===== src/rtl/wb_port_arbiter_if.sv =====
// ----------------------------------------------------------------------------
// wb_port_arbiter_if
// Bus bundle for the register-file write-port arbiter: pipeline write-back,
// long-latency result delivery, decode hazard query and the merged
// register-file write port.
// Revision: 1.0
// ----------------------------------------------------------------------------
`default_nettype none

interface wb_port_arbiter_if;
  logic        wb_rf_wena;
  logic [4:0]  wb_rf_waddr;
  logic [31:0] wb_rf_wdata;
  logic        lu_valid;
  logic [4:0]  lu_waddr;
  logic [31:0] lu_wdata;
  logic        lu_ready;
  logic [4:0]  id_rs;
  logic [4:0]  id_rt;
  logic        raw_hazard;
  logic        stall_req;
  logic        rf_wena;
  logic [4:0]  rf_waddr;
  logic [31:0] rf_wdata;
  logic        fifo_empty;

  // Arbiter side
  modport slave (
    input  wb_rf_wena, wb_rf_waddr, wb_rf_wdata,
    input  lu_valid, lu_waddr, lu_wdata,
    input  id_rs, id_rt,
    output lu_ready, raw_hazard, stall_req,
    output rf_wena, rf_waddr, rf_wdata, fifo_empty
  );

  // Pipeline / long-latency unit / register-file side
  modport master (
    output wb_rf_wena, wb_rf_waddr, wb_rf_wdata,
    output lu_valid, lu_waddr, lu_wdata,
    output id_rs, id_rt,
    input  lu_ready, raw_hazard, stall_req,
    input  rf_wena, rf_waddr, rf_wdata, fifo_empty
  );
endinterface

`default_nettype wire


===== src/rtl/wb_port_arbiter.sv =====
// ----------------------------------------------------------------------------
// wb_port_arbiter
// Shares the register-file write port between the in-order write-back stage
// and an out-of-band long-latency unit. Late results wait in a small FIFO,
// drain into idle port slots, are cancelled when a younger pipeline write
// hits the same register, and a starving head forces a one-cycle freeze.
// Revision: 1.0
// ----------------------------------------------------------------------------
`default_nettype none

module wb_port_arbiter #(
  parameter int DEPTH    = 2,
  parameter int MAX_WAIT = 8
) (
  input  logic           clk,
  input  logic           rst,
  wb_port_arbiter_if.slave bus
);

  localparam int PW = (DEPTH > 1) ? $clog2(DEPTH) : 1;
  localparam int CW = PW + 1;
  localparam int WW = (MAX_WAIT > 1) ? $clog2(MAX_WAIT) : 1;

  // FIFO state: live bits reset, payload storage does not need to
  logic [CW-1:0]    count_q, count_d;
  logic [PW-1:0]    head_q, head_d;
  logic [PW-1:0]    tail_q, tail_d;
  logic [DEPTH-1:0] live_q, live_d;
  logic [4:0]       addr_q [DEPTH];
  logic [31:0]      data_q [DEPTH];

  // Starvation tracking
  logic [WW-1:0]    wait_q, wait_d;
  logic             stall_q, stall_d;

  logic             pipe_busy;
  logic             not_empty;
  logic             head_live;
  logic             grant_head;
  logic             pop;
  logic             accept;
  logic             enq;
  logic             blocked;
  logic [DEPTH-1:0] cancel;
  logic             hazard;
  logic             lu_ready;

  assign lu_ready = ~rst & (count_q < CW'(DEPTH));

  // Port arbitration, pop/enqueue decisions, cancellation and hazard detection
  always_comb begin
    pipe_busy  = bus.wb_rf_wena & (bus.wb_rf_waddr != 5'd0) & ~stall_q;
    not_empty  = (count_q != '0);
    head_live  = not_empty & live_q[head_q];
    grant_head = head_live & ~pipe_busy;
    // A dead head leaves regardless; a live head leaves only when it wins the port
    pop        = not_empty & (~live_q[head_q] | ~pipe_busy);
    blocked    = head_live & pipe_busy;
    accept     = bus.lu_valid & lu_ready;
    enq        = accept & (bus.lu_waddr != 5'd0);

    hazard = 1'b0;
    for (int i = 0; i < DEPTH; i++) begin
      cancel[i] = pipe_busy & live_q[i] & (addr_q[i] == bus.wb_rf_waddr);
      if (live_q[i] & ~cancel[i] &
          (((bus.id_rs != 5'd0) & (bus.id_rs == addr_q[i])) |
           ((bus.id_rt != 5'd0) & (bus.id_rt == addr_q[i]))))
        hazard = 1'b1;
    end
    if (accept &
        (((bus.id_rs != 5'd0) & (bus.id_rs == bus.lu_waddr)) |
         ((bus.id_rt != 5'd0) & (bus.id_rt == bus.lu_waddr))))
      hazard = 1'b1;
  end

  // Next-state for FIFO pointers, live bits and the starvation counter
  always_comb begin
    count_d = count_q + CW'(enq) - CW'(pop);
    head_d  = pop ? head_q + PW'(1) : head_q;
    tail_d  = enq ? tail_q + PW'(1) : tail_q;

    // Popped slots go dead so free slots never look live; a same-cycle
    // enqueue lands in a free slot and wins over any cancel
    live_d = live_q & ~cancel;
    if (pop) live_d[head_q] = 1'b0;
    if (enq) live_d[tail_q] = 1'b1;

    stall_d = 1'b0;
    wait_d  = wait_q;
    if (pop || !not_empty) begin
      wait_d = '0;
    end else if (blocked) begin
      if (wait_q == WW'(MAX_WAIT - 1)) begin
        stall_d = 1'b1;
        wait_d  = '0;
      end else begin
        wait_d = wait_q + WW'(1);
      end
    end
  end

  // Control state registers
  always_ff @(posedge clk or posedge rst) begin
    if (rst) begin
      count_q <= '0;
      head_q  <= '0;
      tail_q  <= '0;
      live_q  <= '0;
      wait_q  <= '0;
      stall_q <= 1'b0;
    end else begin
      count_q <= count_d;
      head_q  <= head_d;
      tail_q  <= tail_d;
      live_q  <= live_d;
      wait_q  <= wait_d;
      stall_q <= stall_d;
    end
  end

  // Payload storage written at the tail on enqueue
  always_ff @(posedge clk) begin
    if (enq) begin
      addr_q[tail_q] <= bus.lu_waddr;
      data_q[tail_q] <= bus.lu_wdata;
    end
  end

  assign bus.lu_ready   = lu_ready;
  assign bus.raw_hazard = hazard;
  assign bus.stall_req  = stall_q;
  assign bus.fifo_empty = (count_q == '0);
  assign bus.rf_wena    = ~rst & (grant_head | bus.wb_rf_wena);
  assign bus.rf_waddr   = grant_head ? addr_q[head_q] : bus.wb_rf_waddr;
  assign bus.rf_wdata   = grant_head ? data_q[head_q] : bus.wb_rf_wdata;

endmodule

`default_nettype wire


===== src/flat_wrapper.sv =====
// flat-port wrapper written by rule: the top's interface ports become plain ports
module wb_port_arbiter_flat 
#(
  parameter int DEPTH    = 2,
  parameter int MAX_WAIT = 8
)
  (clk, rst, bus_wb_rf_wena, bus_wb_rf_waddr, bus_wb_rf_wdata, bus_lu_valid, bus_lu_waddr, bus_lu_wdata, bus_id_rs, bus_id_rt, bus_lu_ready, bus_raw_hazard, bus_stall_req, bus_rf_wena, bus_rf_waddr, bus_rf_wdata, bus_fifo_empty);
  wb_port_arbiter_if bus_i ();
  input  logic clk;
  input  logic rst;
  input wire logic [$bits(bus_i.wb_rf_wena)-1:0] bus_wb_rf_wena;
  input wire logic [$bits(bus_i.wb_rf_waddr)-1:0] bus_wb_rf_waddr;
  input wire logic [$bits(bus_i.wb_rf_wdata)-1:0] bus_wb_rf_wdata;
  input wire logic [$bits(bus_i.lu_valid)-1:0] bus_lu_valid;
  input wire logic [$bits(bus_i.lu_waddr)-1:0] bus_lu_waddr;
  input wire logic [$bits(bus_i.lu_wdata)-1:0] bus_lu_wdata;
  input wire logic [$bits(bus_i.id_rs)-1:0] bus_id_rs;
  input wire logic [$bits(bus_i.id_rt)-1:0] bus_id_rt;
  output wire logic [$bits(bus_i.lu_ready)-1:0] bus_lu_ready;
  output wire logic [$bits(bus_i.raw_hazard)-1:0] bus_raw_hazard;
  output wire logic [$bits(bus_i.stall_req)-1:0] bus_stall_req;
  output wire logic [$bits(bus_i.rf_wena)-1:0] bus_rf_wena;
  output wire logic [$bits(bus_i.rf_waddr)-1:0] bus_rf_waddr;
  output wire logic [$bits(bus_i.rf_wdata)-1:0] bus_rf_wdata;
  output wire logic [$bits(bus_i.fifo_empty)-1:0] bus_fifo_empty;
  assign bus_i.wb_rf_wena = bus_wb_rf_wena;
  assign bus_i.wb_rf_waddr = bus_wb_rf_waddr;
  assign bus_i.wb_rf_wdata = bus_wb_rf_wdata;
  assign bus_i.lu_valid = bus_lu_valid;
  assign bus_i.lu_waddr = bus_lu_waddr;
  assign bus_i.lu_wdata = bus_lu_wdata;
  assign bus_i.id_rs = bus_id_rs;
  assign bus_i.id_rt = bus_id_rt;
  assign bus_lu_ready = bus_i.lu_ready;
  assign bus_raw_hazard = bus_i.raw_hazard;
  assign bus_stall_req = bus_i.stall_req;
  assign bus_rf_wena = bus_i.rf_wena;
  assign bus_rf_waddr = bus_i.rf_waddr;
  assign bus_rf_wdata = bus_i.rf_wdata;
  assign bus_fifo_empty = bus_i.fifo_empty;
  wb_port_arbiter #(.DEPTH(DEPTH), .MAX_WAIT(MAX_WAIT)) u_core (.clk(clk), .rst(rst), .bus(bus_i));
endmodule

===== config.mk =====
export PLATFORM = sky130hd
export DESIGN_NAME = wb_port_arbiter_flat
export DESIGN_NICKNAME = d
export VERILOG_FILES = /design/src/rtl/wb_port_arbiter_if.sv /design/src/rtl/wb_port_arbiter.sv /design/src/flat_wrapper.sv
export SDC_FILE = /design/constraint.sdc
export NUM_CORES = 1
export LEC_CHECK = 0
export CAP_MARGIN = 30
export CORE_MARGIN = 4
export CORE_UTILIZATION = 46
export DETAILED_ROUTE_END_ITERATION = 8
export PLACE_DENSITY = 0.81
export SLEW_MARGIN = 30
export SYNTH_ARGS = -nofsm -noshare
export SYNTH_HDL_FRONTEND = slang
export SYNTH_SLANG_ARGS = --single-unit

===== constraint.sdc =====
create_clock -name clk -period 3.57 [get_ports clk]
set_input_delay 0.357 -clock clk [delete_from_list [all_inputs] [get_ports clk]]
set_output_delay 0.357 -clock clk [all_outputs]
set_load 0.01 [all_outputs]

==> results.ini <==
[timing]
worst_pin_slew_ps = 675
rsz0062_at_grt = no
finalWorstPathRequiredPeriod_ps = 3190
finalMaxSlewViolations = 0
timing_hold_violations_final = 0
setup_viol = 0
finalSetupTns_ps = 0
finClkSkew_ps = 7.82
max_slew_margin_pct = 55.0
max_clock_freq_mhz = 314
fin_crit_sh_pct = 89.2

[die]
ioPinCount = 130
die_y_um = 101
die_x_um = 101
core-area_mm2 = 0.00834
die_area_mm2 = 0.0103
start_util_pct = 48.0
row_count = 33

[clock_network]
clk_root_buffer_cell = clkbuf_8
cts_tree = built
ctsResizeCount = 0
clk_path_buf_depth = 2
insertion_delay_ps = 340
hold_buffers = 0
cts_setup_buffers = 0
clock-sinks = 84
clk_pin_slew_ps = 90
cts_htree_levels = 3
numCtsBuffers = 9

[setup_path]
path_cells = clkdlybuf4s50_1, or4_4, o21ai_4, nand2_2, buf_12, o21ai_1, clkdlybuf4s50_1
cp_max_fo = 64
crit_type = in -> out
crit_path_start_kind = primary input
critPathSlowestCell = or4_4
crit_arrival_ps = 2830
cpMostUsedCell = clkdlybuf4s50_1
slowest_delay_ps = 580
critPathRequiredTime_ps = 3210
r2r_start = u_core.count_q[1]
crit_path_end_kind = output pin
crit_path_start = bus_wb_rf_waddr[3]

[hold_path]
min_path_type = in -> async

[drt]
wl_per_cell_um = 16.4
ant_nets = 0
vias_per_cell = 5.25
vias = 2888
routed_wirelength_um = 9010
drc_errors = 0
dr.pass1.iters = 4
drtIter0Drc = 116

[final_layout]
drive_gt1_share_pct = 5.62
area_growth_pct = 39.8
diodes = 0
fin_nets = 533
layout_common_cells = clkdlybuf4s50_1, edfxtp_1, mux2i_1, nand2_1, o21ai_1
postLayoutCellArea_mm2 = 0.00559
fillers = 626
final_cell_count_no_fill = 550
final_common_cell = clkdlybuf4s50_1

[place]
gp_congestion = 0.861
dpl_cell_area_mm2 = 0.00542
dp_hpwl_um = 6740
dpl.cell_count = 535
io_buffer_count = 129

[grt]
grt_max_degree = 65
grt_pass1_vias = 3009
overflow = 0
antenna_found_initial = 0
grt_pass1_wl_um = 14100
track_usage_pct = 17.7

[yosys]
yosysTopAreaCell = edfxtp_1
synth-seq-area-share_pct = 61.8
synth_area_per_cell_um2 = 12.9
ys_types = 29
synth_area_mm2 = 0.00400
synth_warnings = 0
syn-num-nets = 402
synth_seq_cells = 84
yosysTopAreaCellShare_pct = 55.6
synthTopCellsByArea = edfxtp_1, mux2i_1, dfrtp_1
postSynthCellCount = 310

[outcome]
outcome = finished, final reports clean

[flow_run]
cap_viol_max_count = 0

[power]
ir_drop_uv = 283
leakagePower_nw = 2.11
power_density_mw_per_mm2 = 527

==> power by group <==
group          switching, mW  internal (mW)  total [mW]  leakage, nW
Clock                  0.337          0.254       0.592       0.0783
Sequential            0.0606           1.20        1.26        0.800
Combinational          0.535          0.559        1.09         1.24
Total                  0.933           2.01        2.94         2.11
==> logic make-up after synthesis <==
group,synth area share [%]
AOI/OAI and AO/OA,6.73
xor gates and xnor gates,9.63
adders and majority gates,1.25
buffers and inverters,2.50
DFF,61.8
muxes,9.51
and+or+nand+nor,8.57
==> synth_stat cells, drive strengths merged <==
cell type and number:
nor2b 2, o21bai 2, o221ai 1, edfxtp 74, o22ai 1, or4 3
nor3 6, nor2 9, clkbuf 6, ha 4, and2 4, o21ai 38
mux2i 38, nor4 4, nand3 6, nor3b 1, nand2 39, or2 1
buf 7, a21oi 4, xor2 23, o41ai 2, dfrtp 10, inv 4
xnor2 21
==> metrics by stage <==
stage	util (%)	setup slack [ps]	hold WS, ps	power, mW
final	67.0	384	358	2.94
after global routing	67.0	254	402	3.13
after CTS	67.0	399	349	2.99
after detailed placement	65.0	403	433	2.39
after global placement	65.0	472	422	2.36
after floorplan	-	444	197	1.92
==> layer usage <==
layer / global-route usage, % / share of wire [%] / up-vias
li1: - / - / 1392
met4: 5.32 / 0.62 / 0
met1: 21.1 / 42 / 1373
met5: 0 / 0 / -
met3: 5.79 / 8.3 / 6
met2: 30.5 / 49 / 117
==> registers in the layout, summed over array words and instances, names as in the netlist <==
signal / cells
u_core.live_q: 2
u_core.addr_q: 10
u_core.tail_q: 1
u_core.count_q: 2
u_core.head_q: 1
u_core.bus.stall_req: 1
u_core.wait_q: 3
u_core.data_q: 64
==> final timing paths <==
check	cells past startpoint	slack, ps	end
worst min-delay path	2	360	u_core.count_q[1]
worst max-delay path	7	380	bus_rf_wdata[25]
worst min register to register	1	440	u_core.wait_q[0]
worst max register to register	5	1380	u_core.data_q[0][31]
max in group asynchronous	2	2910	u_core.head_q
min in group clk	1	440	u_core.wait_q[0]
==> worst max-delay path, delay by kind of cell <==
family / cells / cell delay [ps]
simple gates: 2 / 770
compound gates: 2 / 370
buf+inv: 3 / 1300
==> area by class of cell <==
type	count	area (um^2)	area share, %
Timing Repair Buffer	133	1360	24.3
Multi-Input combinational cell	209	1440	25.7
Clock buffer	9	124	2.22
Clock inverter	6	48.8	0.873
Inverter	4	15.0	0.269
Sequential cell	84	2470	44.2
Tap cell	105	131	2.35
(Power assumes the default switching activity.)
